==> src/rtl/step_seq_monitor.sv <==
// rtl/step_seq_monitor.sv - edge-detects step FSM completions/errors, counts them and queues event codes
module step_seq_monitor #(
  parameter int                   IO_SIZE_G    = 3,
  parameter logic [IO_SIZE_G-1:0] IDLE         = '0,
  parameter logic [IO_SIZE_G-1:0] S1_C         = IO_SIZE_G'(3),
  parameter logic [IO_SIZE_G-1:0] S2_C         = IO_SIZE_G'(6),
  parameter logic [IO_SIZE_G-1:0] ERROR        = IO_SIZE_G'(7),
  parameter int                   CNT_WIDTH_G  = 16,
  parameter int                   FIFO_DEPTH_G = 4
) (
  input  logic                            clk_i,
  input  logic                            rst_n_i,
  input  logic [IO_SIZE_G-1:0]            state_i,
  input  logic                            clear_i,
  output logic                            evt_valid_o,
  output logic [1:0]                      evt_code_o,
  input  logic                            evt_ready_i,
  output logic [CNT_WIDTH_G-1:0]          s1_cnt_o,
  output logic [CNT_WIDTH_G-1:0]          s2_cnt_o,
  output logic [CNT_WIDTH_G-1:0]          err_cnt_o,
  output logic [$clog2(FIFO_DEPTH_G):0]   fifo_level_o,
  output logic                            overflow_o
);

  localparam int AW = $clog2(FIFO_DEPTH_G);
  localparam int LW = AW + 1;

  logic [IO_SIZE_G-1:0] prev_q;
  logic                 s1_evt, s2_evt, err_evt, evt;
  logic [1:0]           evt_code;
  logic [1:0]           mem_q [FIFO_DEPTH_G];
  logic [AW-1:0]        wr_q, rd_q, rd_n;
  logic [LW-1:0]        count_q, count_n;
  logic                 full, pop, push;
  logic [1:0]           head_n;

  // Encodings are distinct, so at most one of these fires per cycle.
  always_comb begin
    s1_evt  = (state_i == S1_C)  && (prev_q != S1_C);
    s2_evt  = (state_i == S2_C)  && (prev_q != S2_C);
    err_evt = (state_i == ERROR) && (prev_q != ERROR);
    evt     = s1_evt | s2_evt | err_evt;
    evt_code = 2'b00;
    if (s1_evt)       evt_code = 2'b01;
    else if (s2_evt)  evt_code = 2'b10;
    else if (err_evt) evt_code = 2'b11;
  end

  always_comb begin
    full = (count_q == LW'(FIFO_DEPTH_G));
    pop  = evt_valid_o & evt_ready_i;
    push = evt & (~full | pop);
    rd_n = pop ? rd_q + AW'(1) : rd_q;
    count_n = count_q;
    if (push && !pop)      count_n = count_q + LW'(1);
    else if (!push && pop) count_n = count_q - LW'(1);
    // The new head is the entry being written now when nothing older survives the pop.
    if (count_n == '0)
      head_n = 2'b00;
    else if ((count_q == '0) || ((count_q == LW'(1)) && pop))
      head_n = evt_code;
    else
      head_n = mem_q[rd_n];
  end

  always_ff @(posedge clk_i) begin
    if (push && !clear_i) mem_q[wr_q] <= evt_code;
  end

  always_ff @(posedge clk_i or negedge rst_n_i) begin
    if (!rst_n_i) begin
      prev_q      <= IDLE;
      wr_q        <= '0;
      rd_q        <= '0;
      count_q     <= '0;
      evt_valid_o <= 1'b0;
      evt_code_o  <= 2'b00;
      overflow_o  <= 1'b0;
      s1_cnt_o    <= '0;
      s2_cnt_o    <= '0;
      err_cnt_o   <= '0;
    end else begin
      prev_q <= state_i;
      if (clear_i) begin
        wr_q        <= '0;
        rd_q        <= '0;
        count_q     <= '0;
        evt_valid_o <= 1'b0;
        evt_code_o  <= 2'b00;
        overflow_o  <= 1'b0;
        s1_cnt_o    <= '0;
        s2_cnt_o    <= '0;
        err_cnt_o   <= '0;
      end else begin
        if (push) wr_q <= wr_q + AW'(1);
        rd_q        <= rd_n;
        count_q     <= count_n;
        evt_valid_o <= (count_n != '0);
        evt_code_o  <= head_n;
        if (evt && !push) overflow_o <= 1'b1;
        if (s1_evt && (s1_cnt_o != '1))   s1_cnt_o  <= s1_cnt_o + CNT_WIDTH_G'(1);
        if (s2_evt && (s2_cnt_o != '1))   s2_cnt_o  <= s2_cnt_o + CNT_WIDTH_G'(1);
        if (err_evt && (err_cnt_o != '1)) err_cnt_o <= err_cnt_o + CNT_WIDTH_G'(1);
      end
    end
  end

  assign fifo_level_o = count_q;

endmodule

==> config.mk <==
export PLATFORM = sky130hd
export DESIGN_NAME = step_seq_monitor
export DESIGN_NICKNAME = d
export VERILOG_FILES = /design/src/rtl/step_seq_monitor.sv
export SDC_FILE = /design/constraint.sdc
export NUM_CORES = 1
export LEC_CHECK = 0
export BUFFER_PORTS_ARGS = -buffer_cell sky130_fd_sc_hd__buf_2
export CORE_AREA = 10 10 105 107
export CTS_CLUSTER_SIZE = 16
export DETAILED_ROUTE_END_ITERATION = 8
export DIE_AREA = 0 0 115 117
export HOLD_SLACK_MARGIN = 0.1
export PLACE_DENSITY = 0.65
export SLEW_MARGIN = 10
export SYNTH_ARGS = -nofsm -noshare
export SYNTH_HDL_FRONTEND = slang
export SYNTH_SLANG_ARGS = --single-unit
==> constraint.sdc <==
create_clock -name clk_i -period 5.45 [get_ports clk_i]
set_input_delay 0.8175 -clock clk_i [delete_from_list [all_inputs] [get_ports clk_i]]
set_output_delay 0.8175 -clock clk_i [all_outputs]
set_load 0.03 [all_outputs]
-- Word level (Yosys, flattened, before mapping)
Memory sizes are Yosys's and may differ from the RTL's.
Index checks and enable logic that the tools add are counted.
- bitwise gates (word level): 6
- $add $sub $neg: 7
- shifts and indexed selects: 0
- muxes and demuxes: 24
- order comparisons: 0
- equality and inequality tests: 11
- reductions and logical operators: 23
- divide/modulo/power cells: 0
- $mul: 0
- operator list (operator ; number):
    2-to-1 mux 16 bit ; 6
    adder 16 x 1 -> 16 bit (second input constant) ; 3
    inequality test 16 bit (second input constant) ; 3
    2-to-1 mux 2 bit ; 10
    logical AND 1 bit ; 11
    nonzero test 2 bit ; 5
    equality test 3 bit (second input constant) ; 3
    2-to-1 mux 3 bit ; 3
    zero test 3 bit ; 2
    inequality test 3 bit (second input constant) ; 2
    2-to-1 mux 1 bit ; 5
    adder 2 x 1 -> 2 bit (second input constant) ; 2
    adder 3 x 1 -> 3 bit (second input constant) ; 1
    equality test 3 x 1 -> 1 bit (second input constant) ; 1
    equality test 3 x 2 -> 1 bit (second input constant) ; 1
    zero test 1 bit ; 3
    inequality test 3 x 2 -> 1 bit (second input constant) ; 1
    bitwise OR 1 bit ; 3
    nonzero test 3 bit ; 1
    subtractor 3 x 1 -> 3 bit (second input constant) ; 1
    AND 1 bit ; 2
    logical OR 1 bit ; 1
    inverter 1 bit ; 1
- RAM bits: 8
- input bits: 7
- output and inout bits: 55
- bits in latches: 0
- memories kept: 1
- word-level logic and storage cells: 82
- bits in read-only memories: 0
- bits in registers: 62
- memories (name ; words ; width ; read ports ; clocked after memory_dff ; write ports ; line ; source):
    mem_q ; 4 ; 2 ; 1 ; 0 ; 1 ; 31 ; logic [1:0] mem_q [FIFO_DEPTH_G];

-- Depth between registers and ports, before layout
Gate-level depths: netlist (run 1).
- depth in word-level cells: 12
- mapped depth: 8
- mapped depth without buffers: 7

-- Least setup slack after synthesis (run 1)
OpenSTA, ideal clock, no wires.
- path kind: input-to-reg
- from: input port state_i[0]
- to: register err_cnt_o[14]
- library setup time: 0.132 ns
- path buffers: 2
- arrival: 2.492 ns
- required time: 5.318 ns
- slack: 2.826 ns
- cell stages on the path: 8
- cells stage by stage: clkbuf_2 -> nand2_1 -> a311o_1 -> or4_1 -> buf_2 -> or3_1 -> xnor2_1 -> nor2_1
- word-level cells in the longest chain between the ends: 4
- ends and longest elaborated chain (item ; line ; source):
    start, declared ; 13 ; input logic [IO_SIZE_G-1:0] state_i,
    equality test 3 bit ; 41 ; err_evt = (state_i == ERROR) && (prev_q != ERROR);
    logical AND 1 bit ; 41 ;
    logical AND 1 bit ; 103 ; if (err_evt && (err_cnt_o != '1)) err_cnt_o <= err_cnt_o + CNT_WIDTH_G'(1);
    nonzero test 2 bit (no source line) ; n/a ;
    end signal, assigned ; 103 ;
    end, declared ; 20 ; output logic [CNT_WIDTH_G-1:0] err_cnt_o,
No other way between the ends.
A chain may end at the register's enable or synchronous reset.

-- Worst setup path in the final report (run 1)
- from: input port state_i[0]
- to: register evt_code_o[1]
- word-level cells in the longest chain between the ends: 12
- elaborated cells between the ends (all ways): 21
- classes of those cells: eq/ne: 3; mux: 8; bitwise: 3; reduce/logical: 7
- ends and longest elaborated chain (item ; line ; source):
    equality test 3 x 2 -> 1 bit / equality test 3 bit (equally long branches) ; 39, 40 ;
    logical AND 1 bit (on tied branches) ; 39, 40 ;
    bitwise OR 1 bit (2 in series) ; 42 ; evt = s1_evt | s2_evt | err_evt;
    AND 1 bit ; 52 ; push = evt & (~full | pop);
    zero test 1 bit ; 56 ; else if (!push && pop) count_n = count_q - LW'(1);
    logical AND 1 bit ; 56 ;
    2-to-1 mux 3 bit ; 56 ;
    2-to-1 mux 3 bit ; 55 ; if (push && !pop) count_n = count_q + LW'(1);
    zero test 3 bit ; 58 ; if (count_n == '0)
    2-to-1 mux 2 bit (*) ; 58 ;
    2-to-1 mux 2 bit (*) ; 84 ; if (clear_i) begin
    end signal, assigned ; 99 ; evt_code_o <= head_n;
    end, declared ; 16 ; output logic [1:0] evt_code_o,
Mark *: on every way between the ends. The rest lies on a longest branch, timed or not.

==> results.md, run 1 <==
- Starting Density: 0.408
- Xor and xnor fraction of the mapped netlist area: 0.107
- Switch share: 0.298
- Register area: 0.00179 mm^2
- Sequential fraction of design power: 0.494
- Cell Area, Placed: 0.00407 mm^2
- CP endpoint kind: flop
- Die area: 0.0135 mm^2
- Register-to-Register Path Depth: 5
- Initial antenna violation count: 1
- #FFs+latches synth: 70
- Largest net degree at the start of global routing: 63
- CP Data Required Time: 5.64 ns
- Core area: 0.00902 mm^2
- Cell leakage power: 1.91 nW
- Logic pwr share: 0.180
- Synth Flop Type: dfrtp_1
- Startpoint Class: primary input
- Routed WL per cell: 14.7 um
- Final min period: around 2.5 ns
- Total wire length: 8250 um
- Tot Pwr: 0.00117 W
- Ys Warns: 0
- Reg-to-reg startpoint: prev_q[2]
- Synth Area in Compound Gates: 0.0851
- Cts bufs inserted: 9
- Site Rows: 35
- Area share of fa/ha/maj cells after synthesis: 0.0374
- Final Skew: between 0.01 and 0.015 ns
- Hpwl dp: around 5800 um
- Clk Latency, worst-skew pair: 0.34 ns
- Post-CTS Hold Fix Bufs: 0
- Die height: roughly 120 um
- Area share of the largest cell type after synthesis: 0.422
- Slew @ Worst Pin: 0.914 ns
- Arrival time at the worst endpoint: 2.69 ns
- RD Place Congestion: just under 0.9
- Finished Cell Area: 0.00425 mm^2
- Num ports: a little over 60
- Avg Cell Area, Syn: 9.45 um^2
- CP startpoint: state_i[0]
- Root buf cell: clkbuf_8
- Post-synth EDFFs: 8
- MaxCap Viol Count: 0
- Part of the Yosys area used for sequential elements: 0.487
- Clk pwr share: 0.326
- Synth area leaders: dfrtp_1 42%, nor2_1 6.9%, edfxtp_1 6.5%, xor2_1 5.5%, xnor2_1 5.2%
- Setup Buffers After CTS: 0
- Cell taking the most area after synthesis: dfrtp_1
- Grt ovf: 0
- Syn Inst Count: between 300 and 400
- CTS sink cnt: 70
- Unique masters post-synth: 45
- Slew Limit Fails: 0
- Crit path to: evt_code_o[1]
- Setup total negative slack: 0 ns
- RSZ-0062 raised after global routing: no
- Worst Hold Class: reg -> reg
- Setup slack, reg-to-reg: 3.14 ns
- VDD IR-drop max: 0.102 mV
- CTS tree: built
- Number of setup violations in the final report: 0
- Worst r2r dst: evt_code_o[1]
- Achievable Freq: 0.400 GHz
- Final hold vios: 0
- Post-route insts no fill: around 560
- IO Port Bufs: 61
- Syn_nets: 407
- Post-Synth Simple-Gate Area: 0.229
- Nets: 465
- Largest family of logic cells by synthesized area: simple AND/OR/NAND/NOR gates
- Power Dens Cells: between 200 and 300 mW/mm^2
- Layout area overhead: 15.5%
- Post-cts resize count: 0
- CTS max path bufs: 2
- DRC violation total after the first TritonRoute iteration: 146
- Placed Instances: 547
- Area occupied by multi-input gates: 0.00177 mm^2
- Vias in the first global route: 2846
- Detailed-route vias per instance: 5.22
- Die W: ~120 um
- H-tree depth reported by CTS: 3
- Post-Syn Area: approximately 0.0037 mm^2
- P_int: 0.000819 W
- First-pass GRT wire length: around 14000 um
- DRT Pass-1 Iters: 4
- Post-route ant nets: 0
- Total GRT Usage: 0.126
- Sw power: 0.000348 W
- Clock-pin slew on the worst setup and hold paths: 0.07 ns
- CP Class: in -> reg
- Post-synthesis mux area share: 0.0221
- Number of remaining DRC errors: 0
- Status: finished clean
- Synth async-reset ratio: 0.886
- Share of cells above drive strength 1: 0.178
- Detailed-route via count: 2933
- FILL cells: 864
- Worst rel slew slack: 0.390
- Fin crit share: 0.458
- Crit Path Max Fanout: 9
[layout make-up]
type,count,share of cell area
multi-input cells,289,0.416
repair buffers,63,0.0754
clock inverters,1,0.00118
flip-flops and latches,70,0.422
well taps,111,0.0327
inverters,14,0.0124
diodes,1,0.000589
clock buffers,13,0.0398
[cells in the mapped netlist, types with 3 or more instances]
| library cell | number |
|---|---|
| nor2_1 | 68 |
| dfrtp_1 | 62 |
| nand2_1 | 32 |
| xor2_1 | 23 |
| xnor2_1 | 22 |
| a21oi_1 | 18 |
| nand3_1 | 17 |
| nand4_1 | 15 |
| inv_1 | 13 |
| ha_1 | 11 |
| nor3_1 | 11 |
| clkbuf_1 | 10 |
| o21ai_0 | 10 |
| and2_1 | 8 |
| edfxtp_1 | 8 |
| mux2i_1 | 7 |
| or3_1 | 7 |
| nor4_1 | 5 |
| a211oi_1 | 4 |
| and3_1 | 4 |
| a311oi_1 | 3 |
| buf_2 | 3 |
[kinds of logic after synthesis]
kind of cell | after synthesis
compound gates | 48
xor+xnor | 45
fa+ha+maj | 11
buf+inv | 30
flops | 70
mux | 8
simple gates | 177
[worst max-delay path, stage by stage]
cell       delay (ns)
buf_2            0.16
nor2_1           0.06
a311oi_1         0.60
and2_1           0.40
mux2i_1          0.28
a2bb2oi_1        0.29
nor3_1           0.08
[state kept, by name, indices dropped and copies added (netlist names)]
register	flops
evt_valid_o	1
overflow_o	1
s1_cnt_o	16
err_cnt_o	16
mem_q	8
prev_q	3
evt_code_o	2
s2_cnt_o	16
fifo_level_o	3
rd_q	2
wr_q	2
[how the worst min path moves through the flow]
stage | startpoint | endpoint | slack, ns | depth (start not counted)
global route | overflow_o | overflow_o | 0.56 | 2
global placement | overflow_o | overflow_o | 0.49 | 2
finish | overflow_o | overflow_o | 0.51 | 2
floorplan | rst_n_i | err_cnt_o[0] | 0.52 | 0
CTS | overflow_o | overflow_o | 0.51 | 2
detailed placement | overflow_o | overflow_o | 0.49 | 2
[placed cells by master, fill, tap and decap left out, drive strengths merged, types with 2 or more instances in the layout]
cell     n
edfxtp   8
nand3   17
and2     8
o21ai   10
mux2i    7
ha      11
or3      7
nand4   15
or4      2
clkbuf  13
nor2    68
dfrtp   62
nor4     5
a211oi   4
and3     4
a21oi   18
a311oi   3
nand3b   2
buf     63
a31oi    2
xor2    23
nand2b   2
xnor2   22
nor3    11
nand2   32
a311o    2
inv     14
[per-stage QoR]
stage	hold WS, ns	setup WS, ns	utilization
floorplan	0.522	2.83	-
global placement	0.494	2.69	0.451
detailed placement	0.488	2.61	0.451
CTS	0.507	2.97	0.471
global route	0.556	2.68	0.471
finish	0.509	2.95	0.471
[power by group through the flow]
stage,sequential [W],clock [W],combinational [W]
floorplan,0.000607,0,0.000131
global placement,0.000586,0,0.000207
detailed placement,0.000587,0,0.000211
CTS,0.000577,0.000391,0.000212
global route,0.000581,0.000416,0.000237
finish,0.000577,0.000381,0.000210
[metal layers]
layer	global-route usage	share of wire	vias up
li1	-	-	1466
met3	0.0449	0.066	15
met1	0.152	0.46	1402
met5	0	0.0016	-
met2	0.200	0.46	48
met4	0.0503	0.016	2
Note: power is estimated with default switching activity, not from simulation.
==> inputs of run 2 (changes only) <==
- clock period: 5.45 -> 2.34 ns (I/O delays scaled with it)
==> run 2 against run 1 <==
Compared with the run above:
- worst setup slack got worse by 2.8 ns
- sequential share of layout area down 0.96 points
- first-iteration DRC count decreased by 25%
- combinational power is 140% higher
- clock skew up 0.00064 ns
- via count up 1.7%
- utilization is 1.1 points higher
- count of clock-buffer cells in the layout is the same
- worst hold slack got worse by 0.32 ns
- die area did not move
==> results.md, run 2 (synthesized netlist as in run 1, its figures left out) <==
- Site Rows: 35 (unchanged)
- Worst r2r dst: err_cnt_o[12]
- Final hold vios: 0 (unchanged)
- Commonest cells after routing, fill and taps aside: 68 x nor2_1, 62 x dfrtp_1, 61 x buf_2, 32 x nand2_1, 23 x xor2_1
- Fin crit share: 0.921
- Sw power: 0.000837 W (+140%)
- Crit Path Max Fanout: 8 (-1)
- Share of cells above drive strength 1: 0.197 (+0.0188)
- Worst Hold Class: in -> reg
- Sequential fraction of design power: 0.490 (-0.004)
- IO Port Bufs: 61 (unchanged)
- CTS tree: built
- CP Class: reg -> reg
- H-tree depth reported by CTS: 3 (unchanged)
- Die area: 0.0135 mm^2 (unchanged)
- Startpoint Class: flop
- CP endpoint kind: flop
- Clk pwr share: 0.326 (about the same)
- Post-cts resize count: 0 (unchanged)
- Nets: 476 (+2.4%)
- CTS sink cnt: 70 (unchanged)
- Root buf cell: clkbuf_8
- Hpwl dp: 6130 um (+5.5%)
- DRC violation total after the first TritonRoute iteration: 110 (-25%)
- Logic pwr share: 0.184 (+0.004)
- Reg-to-reg startpoint: prev_q[2]
- Hold Path Origin: state_i[1]
- VDD IR-drop max: 0.224 mV (+120%)
- Met2 wire length: 3870 um (+2.6%)
- Cell leakage power: 1.98 nW (+3.2%)
- Post-CTS Hold Fix Bufs: 1 (+1)
- Power Dens Cells: 631 mW/mm^2 (+130%)
- Status: finished clean
- Worst setup margin: 0.184 ns (-2.77 ns)
- Grt ovf: 0 (unchanged)
- Largest net degree at the start of global routing: 40 (-37%)
- RSZ-0062 raised after global routing: no
- Commonest non-fill, non-tap cell in the layout: nor2_1
- Clk Latency, worst-skew pair: 0.35 ns (about the same)
- Top Registers: err_cnt_o (16), s1_cnt_o (16), s2_cnt_o (16)
- Setup WS pre-CTS: 0.116 ns (-2.49 ns)
- Starting Density: 0.408 (unchanged)
- Total wire length: 8240 um (-0.13%)
- Detailed-route vias per instance: 5.20 (-0.45%)
- M1 WL: 3750 um (-1.0%)
- Ant diodes: 0 (-1)
- Final Skew: 0.0123 ns (+0.000637 ns)
- Detailed-route via count: 2982 (+1.7%)
- Register-to-Register Path Depth: 5 (unchanged)
- P_int: 0.00190 W (+130%)
- Layout area overhead: 18.2%
- CTS max path bufs: 2 (unchanged)
- Final min period: 2.16 ns
- Die height: 117 um (unchanged)
- Vias in the first global route: 2828 (-0.63%)
- Top Metal Used: met4
- MaxCap Viol Count: 0 (unchanged)
- CP Data Required Time: 2.61 ns (-3.03 ns)
- Clock-pin slew on the worst setup and hold paths: 0.07 ns (about the same)
- Arrival time at the worst endpoint: 2.43 ns (-0.26 ns)
- Core area: 0.00902 mm^2 (unchanged)
- Slew @ Worst Pin: 0.685 ns (-0.229 ns)
- Total GRT Usage: 0.125 (-0.00110)
- RD Place Congestion: 0.851 (-1.7%)
- Switch share: 0.305 (+0.00701)
- Setup Buffers After CTS: 0 (unchanged)
- Hold path cells: 1 (-1)
- Number of remaining DRC errors: 0 (unchanged)
- Slew Limit Fails: 0 (unchanged)
- Number of setup violations in the final report: 0 (unchanged)
- WL met3: 457 um (-16%)
- Worst rel slew slack: 0.539 (+0.149)
- Initial antenna violation count: 0 (-1)
- Achievable Freq: between 0.4 and 0.5 GHz
- Worst Hold End: prev_q[1]
- Post-route ant nets: 0 (unchanged)
- First-pass GRT wire length: 13700 um (-1.3%)
- Routed WL per cell: 14.4 um (-2.2%)
- Cts bufs inserted: 9 (unchanged)
- DRT Pass-1 Iters: 4 (unchanged)
- Num ports: 62 (unchanged)
- Die W: 115 um (unchanged)
- Setup total negative slack: 0 ns (unchanged)
- Setup slack, reg-to-reg: 0.18 ns (-2.96 ns)
==> run 2: stage by stage <==
stage	instance area, um^2	util	std cells	total power [W]	hold WS [ns]
after floorplan	3680	-	389	0.00172	0.0554
after global placement	4160	0.461	557	0.00186	0.377
after detailed placement	4160	0.461	557	0.00188	0.385
after CTS	4350	0.482	574	0.00278	0.169
after global routing	4350	0.482	574	0.00288	0.185
final	4350	0.482	574	0.00274	0.191
==> run 2: cell type report <==
type,instances,area (um^2)
Multi-Input combinational cell,289,1770
Inverter,14,52.6
Clock inverter,3,18.8
Sequential cell,70,1790
Clock buffer,13,159
Fill cell,843,4670
Timing Repair Buffer,74,418
Tap cell,111,139
==> run 2: layer usage <==
| metal | vias up | track usage |
|---|---|---|
| li1 | 1485 | - |
| met1 | 1417 | 0.155 |
| met2 | 66 | 0.197 |
| met3 | 14 | 0.0316 |
| met4 | 0 | 0.0644 |
| met5 | - | 0 |
==> run 2: worst max-delay path by stage <==
stage          startpoint             to  slack (ns)  depth (start not counted)
5_1_grt         prev_q[2]  err_cnt_o[14]        0.06                          5
3_3_place_gp   state_i[2]  err_cnt_o[12]        0.17                          7
4_1_cts         prev_q[2]  err_cnt_o[12]        0.18                          5
2_1_floorplan   prev_q[2]  err_cnt_o[14]        0.18                          7
3_5_place_dp   state_i[2]  err_cnt_o[12]        0.12                          7
6_report        prev_q[2]  err_cnt_o[12]        0.18                          5
==> run 2: critical path: stages, from the launching register on <==
cell	delay, ns
dfrtp_1	0.46
a311o_1	0.46
or4_1	0.54
buf_4	0.17
or3_1	0.31
a21oi_1	0.15
==> run 2: power by group through the flow <==
stage                     logic (W)  registers, W  clock network (W)
after floorplan            0.000304       0.00141                  0
final                      0.000505       0.00134           0.000893
after global routing       0.000563       0.00135           0.000963
after global placement     0.000498       0.00136                  0
after detailed placement   0.000509       0.00137                  0
after CTS                  0.000513       0.00134           0.000923
